`src/rtl/trap_unit_if.sv`:
```
// Bundle of the trap controller's exception/CSR/PC-select signals.
// The master side is the pipeline and CSR file; the slave side is trap_unit.
interface trap_unit_if #(
    parameter int XLEN    = 64,
    parameter int NUM_IRQ = 16,
    parameter int CAUSE_W = 6
);
    logic               exc_en;
    logic [CAUSE_W-1:0] exc_code;
    logic [XLEN-1:0]    exc_val;
    logic [NUM_IRQ-1:0] irq_pending;
    logic [NUM_IRQ-1:0] irq_enable;
    logic               mret;
    logic [XLEN-1:0]    pc_addr;
    logic [XLEN-1:0]    mtvec;
    logic [XLEN-1:0]    mepc_current;
    logic [1:0]         priv_lvl;
    logic [XLEN-1:0]    mstatus_current;
    logic               flush_ack;

    logic               busy;
    logic               trap_taken;
    logic [XLEN-1:0]    pc_trap_next;
    logic               pc_ret_taken;
    logic [XLEN-1:0]    pc_ret;
    logic               csr_we;
    logic [XLEN-1:0]    mepc_next;
    logic [XLEN-1:0]    mcause_next;
    logic [XLEN-1:0]    mtval_next;
    logic [XLEN-1:0]    mstatus_next;
    logic [1:0]         priv_lvl_next;

    modport master (
        output exc_en, exc_code, exc_val, irq_pending, irq_enable, mret,
               pc_addr, mtvec, mepc_current, priv_lvl, mstatus_current, flush_ack,
        input  busy, trap_taken, pc_trap_next, pc_ret_taken, pc_ret, csr_we,
               mepc_next, mcause_next, mtval_next, mstatus_next, priv_lvl_next
    );

    modport slave (
        input  exc_en, exc_code, exc_val, irq_pending, irq_enable, mret,
               pc_addr, mtvec, mepc_current, priv_lvl, mstatus_current, flush_ack,
        output busy, trap_taken, pc_trap_next, pc_ret_taken, pc_ret, csr_we,
               mepc_next, mcause_next, mtval_next, mstatus_next, priv_lvl_next
    );
endinterface

```
`src/rtl/trap_unit.sv`:
```
// Trap controller: arbitrates exception vs. interrupts vs. mret, waits for the
// pipeline drain acknowledge, then commits the CSR updates and PC redirect.
module trap_unit #(
    parameter int XLEN        = 64,
    parameter int NUM_IRQ     = 16,
    parameter int CAUSE_W     = 6,
    parameter bit VECTORED_EN = 1'b1
) (
    input  logic      clk,
    input  logic      rst_n,
    trap_unit_if.slave bus
);

    typedef enum logic {
        IDLE  = 1'b0,
        FLUSH = 1'b1
    } state_t;

    localparam int MIE_BIT  = 3;
    localparam int MPIE_BIT = 7;

    state_t             state_q, state_d;
    logic               is_irq_q, is_irq_d;
    logic [CAUSE_W-1:0] code_q, code_d;
    logic [XLEN-1:0]    epc_q, epc_d;
    logic [XLEN-1:0]    val_q, val_d;
    logic [XLEN-1:0]    snap_mstatus_q, snap_mstatus_d;
    logic [1:0]         snap_priv_q, snap_priv_d;

    logic               trap_taken_q, trap_taken_d;
    logic               pc_ret_taken_q, pc_ret_taken_d;
    logic               csr_we_q, csr_we_d;
    logic [XLEN-1:0]    pc_trap_next_q, pc_trap_next_d;
    logic [XLEN-1:0]    pc_ret_q, pc_ret_d;
    logic [XLEN-1:0]    mepc_next_q, mepc_next_d;
    logic [XLEN-1:0]    mcause_next_q, mcause_next_d;
    logic [XLEN-1:0]    mtval_next_q, mtval_next_d;
    logic [XLEN-1:0]    mstatus_next_q, mstatus_next_d;
    logic [1:0]         priv_lvl_next_q, priv_lvl_next_d;

    logic [NUM_IRQ-1:0] irq_masked;
    logic               gie;
    logic               irq_hit;
    logic [CAUSE_W-1:0] irq_code;
    logic [XLEN-1:0]    tvec_base;
    logic [XLEN-1:0]    tvec_off;
    logic               use_vec;
    logic [XLEN-1:0]    trap_target;

    // Machine-mode interrupts are globally enabled by MIE, or always when running below M.
    assign gie        = bus.mstatus_current[MIE_BIT] | (bus.priv_lvl != 2'b11);
    assign irq_masked = bus.irq_pending & bus.irq_enable;
    assign irq_hit    = (|irq_masked) & gie;

    // Ascending scan so the highest pending index is the one left standing.
    always_comb begin
        irq_code = '0;
        for (int i = 0; i < NUM_IRQ; i++) begin
            if (irq_masked[i]) begin
                irq_code = CAUSE_W'(i);
            end
        end
    end

    assign tvec_base   = {bus.mtvec[XLEN-1:2], 2'b00};
    assign tvec_off    = {{(XLEN-CAUSE_W-2){1'b0}}, code_q, 2'b00};
    assign use_vec     = VECTORED_EN && (bus.mtvec[1:0] == 2'b01) && is_irq_q;
    assign trap_target = use_vec ? (tvec_base + tvec_off) : tvec_base;

    always_comb begin
        state_d         = state_q;
        is_irq_d        = is_irq_q;
        code_d          = code_q;
        epc_d           = epc_q;
        val_d           = val_q;
        snap_mstatus_d  = snap_mstatus_q;
        snap_priv_d     = snap_priv_q;
        trap_taken_d    = 1'b0;
        pc_ret_taken_d  = 1'b0;
        csr_we_d        = 1'b0;
        pc_trap_next_d  = pc_trap_next_q;
        pc_ret_d        = pc_ret_q;
        mepc_next_d     = mepc_next_q;
        mcause_next_d   = mcause_next_q;
        mtval_next_d    = mtval_next_q;
        mstatus_next_d  = mstatus_next_q;
        priv_lvl_next_d = priv_lvl_next_q;

        case (state_q)
            IDLE: begin
                if (bus.exc_en || irq_hit) begin
                    state_d        = FLUSH;
                    is_irq_d       = ~bus.exc_en;
                    code_d         = bus.exc_en ? bus.exc_code : irq_code;
                    epc_d          = bus.pc_addr;
                    val_d          = bus.exc_en ? bus.exc_val : '0;
                    snap_mstatus_d = bus.mstatus_current;
                    snap_priv_d    = bus.priv_lvl;
                end else if (bus.mret) begin
                    pc_ret_taken_d           = 1'b1;
                    csr_we_d                 = 1'b1;
                    pc_ret_d                 = bus.mepc_current;
                    priv_lvl_next_d          = bus.mstatus_current[12:11];
                    mstatus_next_d           = bus.mstatus_current;
                    mstatus_next_d[MIE_BIT]  = bus.mstatus_current[MPIE_BIT];
                    mstatus_next_d[MPIE_BIT] = 1'b1;
                    mstatus_next_d[12:11]    = 2'b00;
                end
            end
            FLUSH: begin
                if (bus.flush_ack) begin
                    state_d                  = IDLE;
                    trap_taken_d             = 1'b1;
                    csr_we_d                 = 1'b1;
                    pc_trap_next_d           = trap_target;
                    mepc_next_d              = epc_q;
                    mcause_next_d            = {is_irq_q, {(XLEN-1-CAUSE_W){1'b0}}, code_q};
                    mtval_next_d             = val_q;
                    mstatus_next_d           = snap_mstatus_q;
                    mstatus_next_d[MPIE_BIT] = snap_mstatus_q[MIE_BIT];
                    mstatus_next_d[MIE_BIT]  = 1'b0;
                    mstatus_next_d[12:11]    = snap_priv_q;
                    priv_lvl_next_d          = 2'b11;
                end
            end
            default: state_d = IDLE;
        endcase
    end

    always_ff @(posedge clk or negedge rst_n) begin
        if (!rst_n) begin
            state_q         <= IDLE;
            is_irq_q        <= 1'b0;
            code_q          <= '0;
            epc_q           <= '0;
            val_q           <= '0;
            snap_mstatus_q  <= '0;
            snap_priv_q     <= 2'b00;
            trap_taken_q    <= 1'b0;
            pc_ret_taken_q  <= 1'b0;
            csr_we_q        <= 1'b0;
            pc_trap_next_q  <= '0;
            pc_ret_q        <= '0;
            mepc_next_q     <= '0;
            mcause_next_q   <= '0;
            mtval_next_q    <= '0;
            mstatus_next_q  <= '0;
            priv_lvl_next_q <= 2'b11;
        end else begin
            state_q         <= state_d;
            is_irq_q        <= is_irq_d;
            code_q          <= code_d;
            epc_q           <= epc_d;
            val_q           <= val_d;
            snap_mstatus_q  <= snap_mstatus_d;
            snap_priv_q     <= snap_priv_d;
            trap_taken_q    <= trap_taken_d;
            pc_ret_taken_q  <= pc_ret_taken_d;
            csr_we_q        <= csr_we_d;
            pc_trap_next_q  <= pc_trap_next_d;
            pc_ret_q        <= pc_ret_d;
            mepc_next_q     <= mepc_next_d;
            mcause_next_q   <= mcause_next_d;
            mtval_next_q    <= mtval_next_d;
            mstatus_next_q  <= mstatus_next_d;
            priv_lvl_next_q <= priv_lvl_next_d;
        end
    end

    assign bus.busy          = (state_q == FLUSH);
    assign bus.trap_taken    = trap_taken_q;
    assign bus.pc_trap_next  = pc_trap_next_q;
    assign bus.pc_ret_taken  = pc_ret_taken_q;
    assign bus.pc_ret        = pc_ret_q;
    assign bus.csr_we        = csr_we_q;
    assign bus.mepc_next     = mepc_next_q;
    assign bus.mcause_next   = mcause_next_q;
    assign bus.mtval_next    = mtval_next_q;
    assign bus.mstatus_next  = mstatus_next_q;
    assign bus.priv_lvl_next = priv_lvl_next_q;

endmodule

```
`src/flat_wrapper.sv`:
```
// flat-port wrapper written by rule: the top's interface ports become plain ports
module trap_unit_flat 
#(
    parameter int XLEN        = 64,
    parameter int NUM_IRQ     = 16,
    parameter int CAUSE_W     = 6,
    parameter bit VECTORED_EN = 1'b1
)
  (clk, rst_n, bus_exc_en, bus_exc_code, bus_exc_val, bus_irq_pending, bus_irq_enable, bus_mret, bus_pc_addr, bus_mtvec, bus_mepc_current, bus_priv_lvl, bus_mstatus_current, bus_flush_ack, bus_busy, bus_trap_taken, bus_pc_trap_next, bus_pc_ret_taken, bus_pc_ret, bus_csr_we, bus_mepc_next, bus_mcause_next, bus_mtval_next, bus_mstatus_next, bus_priv_lvl_next);
  trap_unit_if #(.XLEN(XLEN), .NUM_IRQ(NUM_IRQ), .CAUSE_W(CAUSE_W)) bus_i ();
  input  logic clk;
  input  logic rst_n;
  input wire logic [$bits(bus_i.exc_en)-1:0] bus_exc_en;
  input wire logic [$bits(bus_i.exc_code)-1:0] bus_exc_code;
  input wire logic [$bits(bus_i.exc_val)-1:0] bus_exc_val;
  input wire logic [$bits(bus_i.irq_pending)-1:0] bus_irq_pending;
  input wire logic [$bits(bus_i.irq_enable)-1:0] bus_irq_enable;
  input wire logic [$bits(bus_i.mret)-1:0] bus_mret;
  input wire logic [$bits(bus_i.pc_addr)-1:0] bus_pc_addr;
  input wire logic [$bits(bus_i.mtvec)-1:0] bus_mtvec;
  input wire logic [$bits(bus_i.mepc_current)-1:0] bus_mepc_current;
  input wire logic [$bits(bus_i.priv_lvl)-1:0] bus_priv_lvl;
  input wire logic [$bits(bus_i.mstatus_current)-1:0] bus_mstatus_current;
  input wire logic [$bits(bus_i.flush_ack)-1:0] bus_flush_ack;
  output wire logic [$bits(bus_i.busy)-1:0] bus_busy;
  output wire logic [$bits(bus_i.trap_taken)-1:0] bus_trap_taken;
  output wire logic [$bits(bus_i.pc_trap_next)-1:0] bus_pc_trap_next;
  output wire logic [$bits(bus_i.pc_ret_taken)-1:0] bus_pc_ret_taken;
  output wire logic [$bits(bus_i.pc_ret)-1:0] bus_pc_ret;
  output wire logic [$bits(bus_i.csr_we)-1:0] bus_csr_we;
  output wire logic [$bits(bus_i.mepc_next)-1:0] bus_mepc_next;
  output wire logic [$bits(bus_i.mcause_next)-1:0] bus_mcause_next;
  output wire logic [$bits(bus_i.mtval_next)-1:0] bus_mtval_next;
  output wire logic [$bits(bus_i.mstatus_next)-1:0] bus_mstatus_next;
  output wire logic [$bits(bus_i.priv_lvl_next)-1:0] bus_priv_lvl_next;
  assign bus_i.exc_en = bus_exc_en;
  assign bus_i.exc_code = bus_exc_code;
  assign bus_i.exc_val = bus_exc_val;
  assign bus_i.irq_pending = bus_irq_pending;
  assign bus_i.irq_enable = bus_irq_enable;
  assign bus_i.mret = bus_mret;
  assign bus_i.pc_addr = bus_pc_addr;
  assign bus_i.mtvec = bus_mtvec;
  assign bus_i.mepc_current = bus_mepc_current;
  assign bus_i.priv_lvl = bus_priv_lvl;
  assign bus_i.mstatus_current = bus_mstatus_current;
  assign bus_i.flush_ack = bus_flush_ack;
  assign bus_busy = bus_i.busy;
  assign bus_trap_taken = bus_i.trap_taken;
  assign bus_pc_trap_next = bus_i.pc_trap_next;
  assign bus_pc_ret_taken = bus_i.pc_ret_taken;
  assign bus_pc_ret = bus_i.pc_ret;
  assign bus_csr_we = bus_i.csr_we;
  assign bus_mepc_next = bus_i.mepc_next;
  assign bus_mcause_next = bus_i.mcause_next;
  assign bus_mtval_next = bus_i.mtval_next;
  assign bus_mstatus_next = bus_i.mstatus_next;
  assign bus_priv_lvl_next = bus_i.priv_lvl_next;
  trap_unit #(.XLEN(XLEN), .NUM_IRQ(NUM_IRQ), .CAUSE_W(CAUSE_W), .VECTORED_EN(VECTORED_EN)) u_core (.clk(clk), .rst_n(rst_n), .bus(bus_i));
endmodule
```
`config.mk`:
```
export PLATFORM = sky130hd
export DESIGN_NAME = trap_unit_flat
export DESIGN_NICKNAME = d
export VERILOG_FILES = /design/src/rtl/trap_unit_if.sv /design/src/rtl/trap_unit.sv /design/src/flat_wrapper.sv
export SDC_FILE = /design/constraint.sdc
export NUM_CORES = 1
export LEC_CHECK = 0
export ABC_AREA = 1
export BUFFER_PORTS_ARGS = -buffer_cell sky130_fd_sc_hd__buf_4
export CAP_MARGIN = 10
export CORE_AREA = 2 2 295 297
export CTS_BUF_LIST = sky130_fd_sc_hd__clkbuf_16
export CTS_CLUSTER_SIZE = 28
export DETAILED_ROUTE_END_ITERATION = 7
export DIE_AREA = 0 0 297 299
export PLACE_DENSITY = 0.55
export SKIP_CTS_REPAIR_TIMING = 1
export SLEW_MARGIN = 20
export SYNTH_ARGS = -nofsm -noshare
export SYNTH_HDL_FRONTEND = slang
export SYNTH_SLANG_ARGS = --single-unit
```
`constraint.sdc`:
```
create_clock -name clk -period 4.5 [get_ports clk]
set_clock_uncertainty 0.1 [all_clocks]
set_input_delay 0.45 -clock clk [delete_from_list [all_inputs] [get_ports clk]]
set_output_delay 0.45 -clock clk [all_outputs]
set_load 0.05 [all_outputs]
```
==> out/metrics.yaml <==
drt:
  drt-total-wl_um: 82200
  ant_nets: 0
  drtIter0Drc: 1421
  viasPerCell: 4.31
  vias: 20980
  wire_per_inst_um: 16.9
  drt-pass1-iter-count: 5
  drc: 0
worst_setup_path:
  crit_path_max_fanout: 6
  critPathRequiredTime_ps: 4960
  cp_data_arrival_time_ps: 3410
  end_kind: "flip-flop"
  cp-start-kind: "flip-flop"
  critical_path_class: "reg -> reg"
yosys:
  synth.most_common_cell: "nand2_1"
  synth_seq_cells: 529
  synthArstFlopShare_pct: 100
  synth.top_cell.area_share_pct: 57.2
  ys_warn_count: 0
  ys.flop_type: "dfrtp_1"
  ys_seq_area_share_pct: 57.4
  syn_area_per_cell_um2: 8.24
  synth_top_family_by_area: "simple AND/OR/NAND/NOR gates"
  ys_top_cells_by_area: "dfrtp_1, nand2_1, o21ai_0, inv_1, buf_4"
  synthCells: 2798
  synth_mux_area_share_pct: 0
  syn-cell-area_um2: 23100
  synth_edf_count: 0
  synthAdderAreaFrac_pct: 0.412
  synthTopCellsByCount: "nand2_1, dfrtp_1, o21ai_0"
  synth_xor_xnor_area_share_pct: 1.10
  synthDistinctLibCells: 47
  yosys.area_share.simple_pct: 25.7
  synth-compound-area-share_pct: 7.70
  synth_top_area_cell: "dfrtp_1"
floorplan:
  row_count: 108
  dieWidth_um: 297
  die_h_um: 299
  design.core.area_um2: 85900
  pin_count: 755
  dieArea_um2: 88800
  start_util_pct: 26.8
global_routing:
  antenna_found_initial: 13
  busiest_layer: "met2"
  grt_pass1_vias: 19848
  use_met2_pct: 29.7
  grtUsageTotal_pct: 17.6
  grtUsageMet1_pct: 22.5
  overflow: 0
  grt_pass1_wl_um: 122000
  use_met3_pct: 3.60
  grt_max_degree: 195
placement:
  dp_slack_ps: 1260
  place.gp.congestion: 0.895
  io_buffers: 695
  hpwl_um: 57900
final_layout:
  multiInputGateArea_um2: 8300
  area_growth_pct: 44.8
  num-nets-final: 4030
  regArea_um2: 13200
  n_fill_cell: 8877
  drive_above_1_share_pct: 23.1
power:
  powerDensity_nw_per_um2: 737
  leakagePower_nw: 17.4
  total_power_mw: 24.6
  vdd_drop_max_uv: 410
cts:
  ctsLongestPathBuffers: 3
  clk_latency_ps: 630
  cts_sinks: 529
  clkTransAtPathRegs_ps: 60
  htreeDepth: 2
  root_buffer: "clkbuf_16"
  tritoncts: "yes"
  numCtsBuffers: 61
timing:
  setup_viol: 0
  finalMaxSlewViolations: 0
  final_hold_viol_count: 0
  max_clock_freq_ghz: 0.339
  holdWs_ps: 19.6
  finalCritPeriodShare_pct: 65.6
  slew_headroom_pct: 29.5
  tightestPinTransition_ps: 1060
  period_minus_slack_ps: 2950
  rsz0062_at_grt: "false"
  finalWorstSetupSlack_ps: 1550
  tns_ps: 0
hold_path:
  hp-class: "in -> reg"
job:
  cap_violations: 0
outcome:
  status: "finished clean"
critical path, stage by stage, from the launching register on:
cell      delay [ps]
dfrtp_1          400
ha_1             240
inv_1             70
fa_1             350
inv_1             70
nand2_1           80
o21ai_2          250
a21oi_2          110
nor2_2           250
nand4_2          250
nor2_2           300
inv_1            100
o21bai_1         130
nand3_1           90
nand2_1          100
area by class of cell:
class                           count  share of cell area [%]
Clock buffer                       62                    4.64
Multi-Input combinational cell   1930                    24.9
Sequential cell                   529                    39.7
Clock inverter                     53                    1.33
Tap cell                         1155                    4.33
Inverter                          209                    2.36
Antenna cell                        6                  0.0450
Timing Repair Buffer              927                    22.8
sequential cells by signal, summed over array words and instances (netlist names), 2 cells and up:
| name | flops |
|---|---|
| u_core.snap_priv_q | 2 |
| u_core.bus.mstatus_next | 64 |
| u_core.bus.mepc_next | 64 |
| u_core.bus.mtval_next | 64 |
| u_core.bus.pc_trap_next | 62 |
| u_core.val_q | 64 |
| u_core.bus.priv_lvl_next | 2 |
| u_core.bus.pc_ret | 64 |
| u_core.snap_mstatus_q | 61 |
| u_core.bus.mcause_next | 7 |
| u_core.code_q | 6 |
| u_core.epc_q | 64 |
cell usage in the layout, fill, tap and decap left out, drive strengths merged, types with 7 or more instances in the layout:
cell type    count
nand2         1286
buf            723
dfrtp          527
o21ai          301
inv            216
dlygate4sd3    204
nor2            87
clkbuf          62
conb            59
nand3           56
clkinv          33
nand4           27
xor2            20
nor3            19
a21oi           18
a31oi           10
xnor2            9
nor4             7
clkinvlp         7
kinds of logic after synthesis:
group | Yosys count
xor gates and xnor gates | 29
adders and majority gates | 7
buffers and inverters | 397
other | 1
AOI/OAI and AO/OA | 343
and+or+nand+nor | 1492
DFF | 529
routing by layer:
layer | vias up | wire, µm
met5 | - | 71
met4 | 12 | 2650
met3 | 152 | 4690
met2 | 609 | 40200
met1 | 9877 | 34600
li1 | 10330 | -
power by group:
group | internal (mW) | switching [mW] | total (mW)
combinational | 3.25 | 8.30 | 11.5
clock | 2.85 | 2.14 | 4.99
sequential | 6.90 | 1.20 | 8.10
worst paths after layout:
check,end,slack (ps),cells past startpoint,from
setup / recovery,u_core.bus.pc_trap_next[52],1550,14,u_core.code_q[0]
hold / removal,u_core.bus.pc_ret[59],20,3,bus_mepc_current[59]
setup reg to reg,u_core.bus.pc_trap_next[52],1550,14,u_core.code_q[0]
hold reg to reg,u_core.bus.priv_lvl_next[1],370,2,u_core.bus.priv_lvl_next[1]
max in group asynchronous,u_core.bus.mepc_next[43],2780,3,rst_n
min in group asynchronous,u_core.bus.mtval_next[55],370,2,rst_n
metrics by stage:
stage	instance area (µm²)	utilization [%]	std cells
global route	33400	38.9	4868
floorplan	23300	-	2856
global placement	29300	34.1	4545
CTS	31300	36.4	4660
detailed placement	29300	34.1	4545
finish	33400	38.9	4871
No activity file was read; power rests on OpenSTA's default activity.
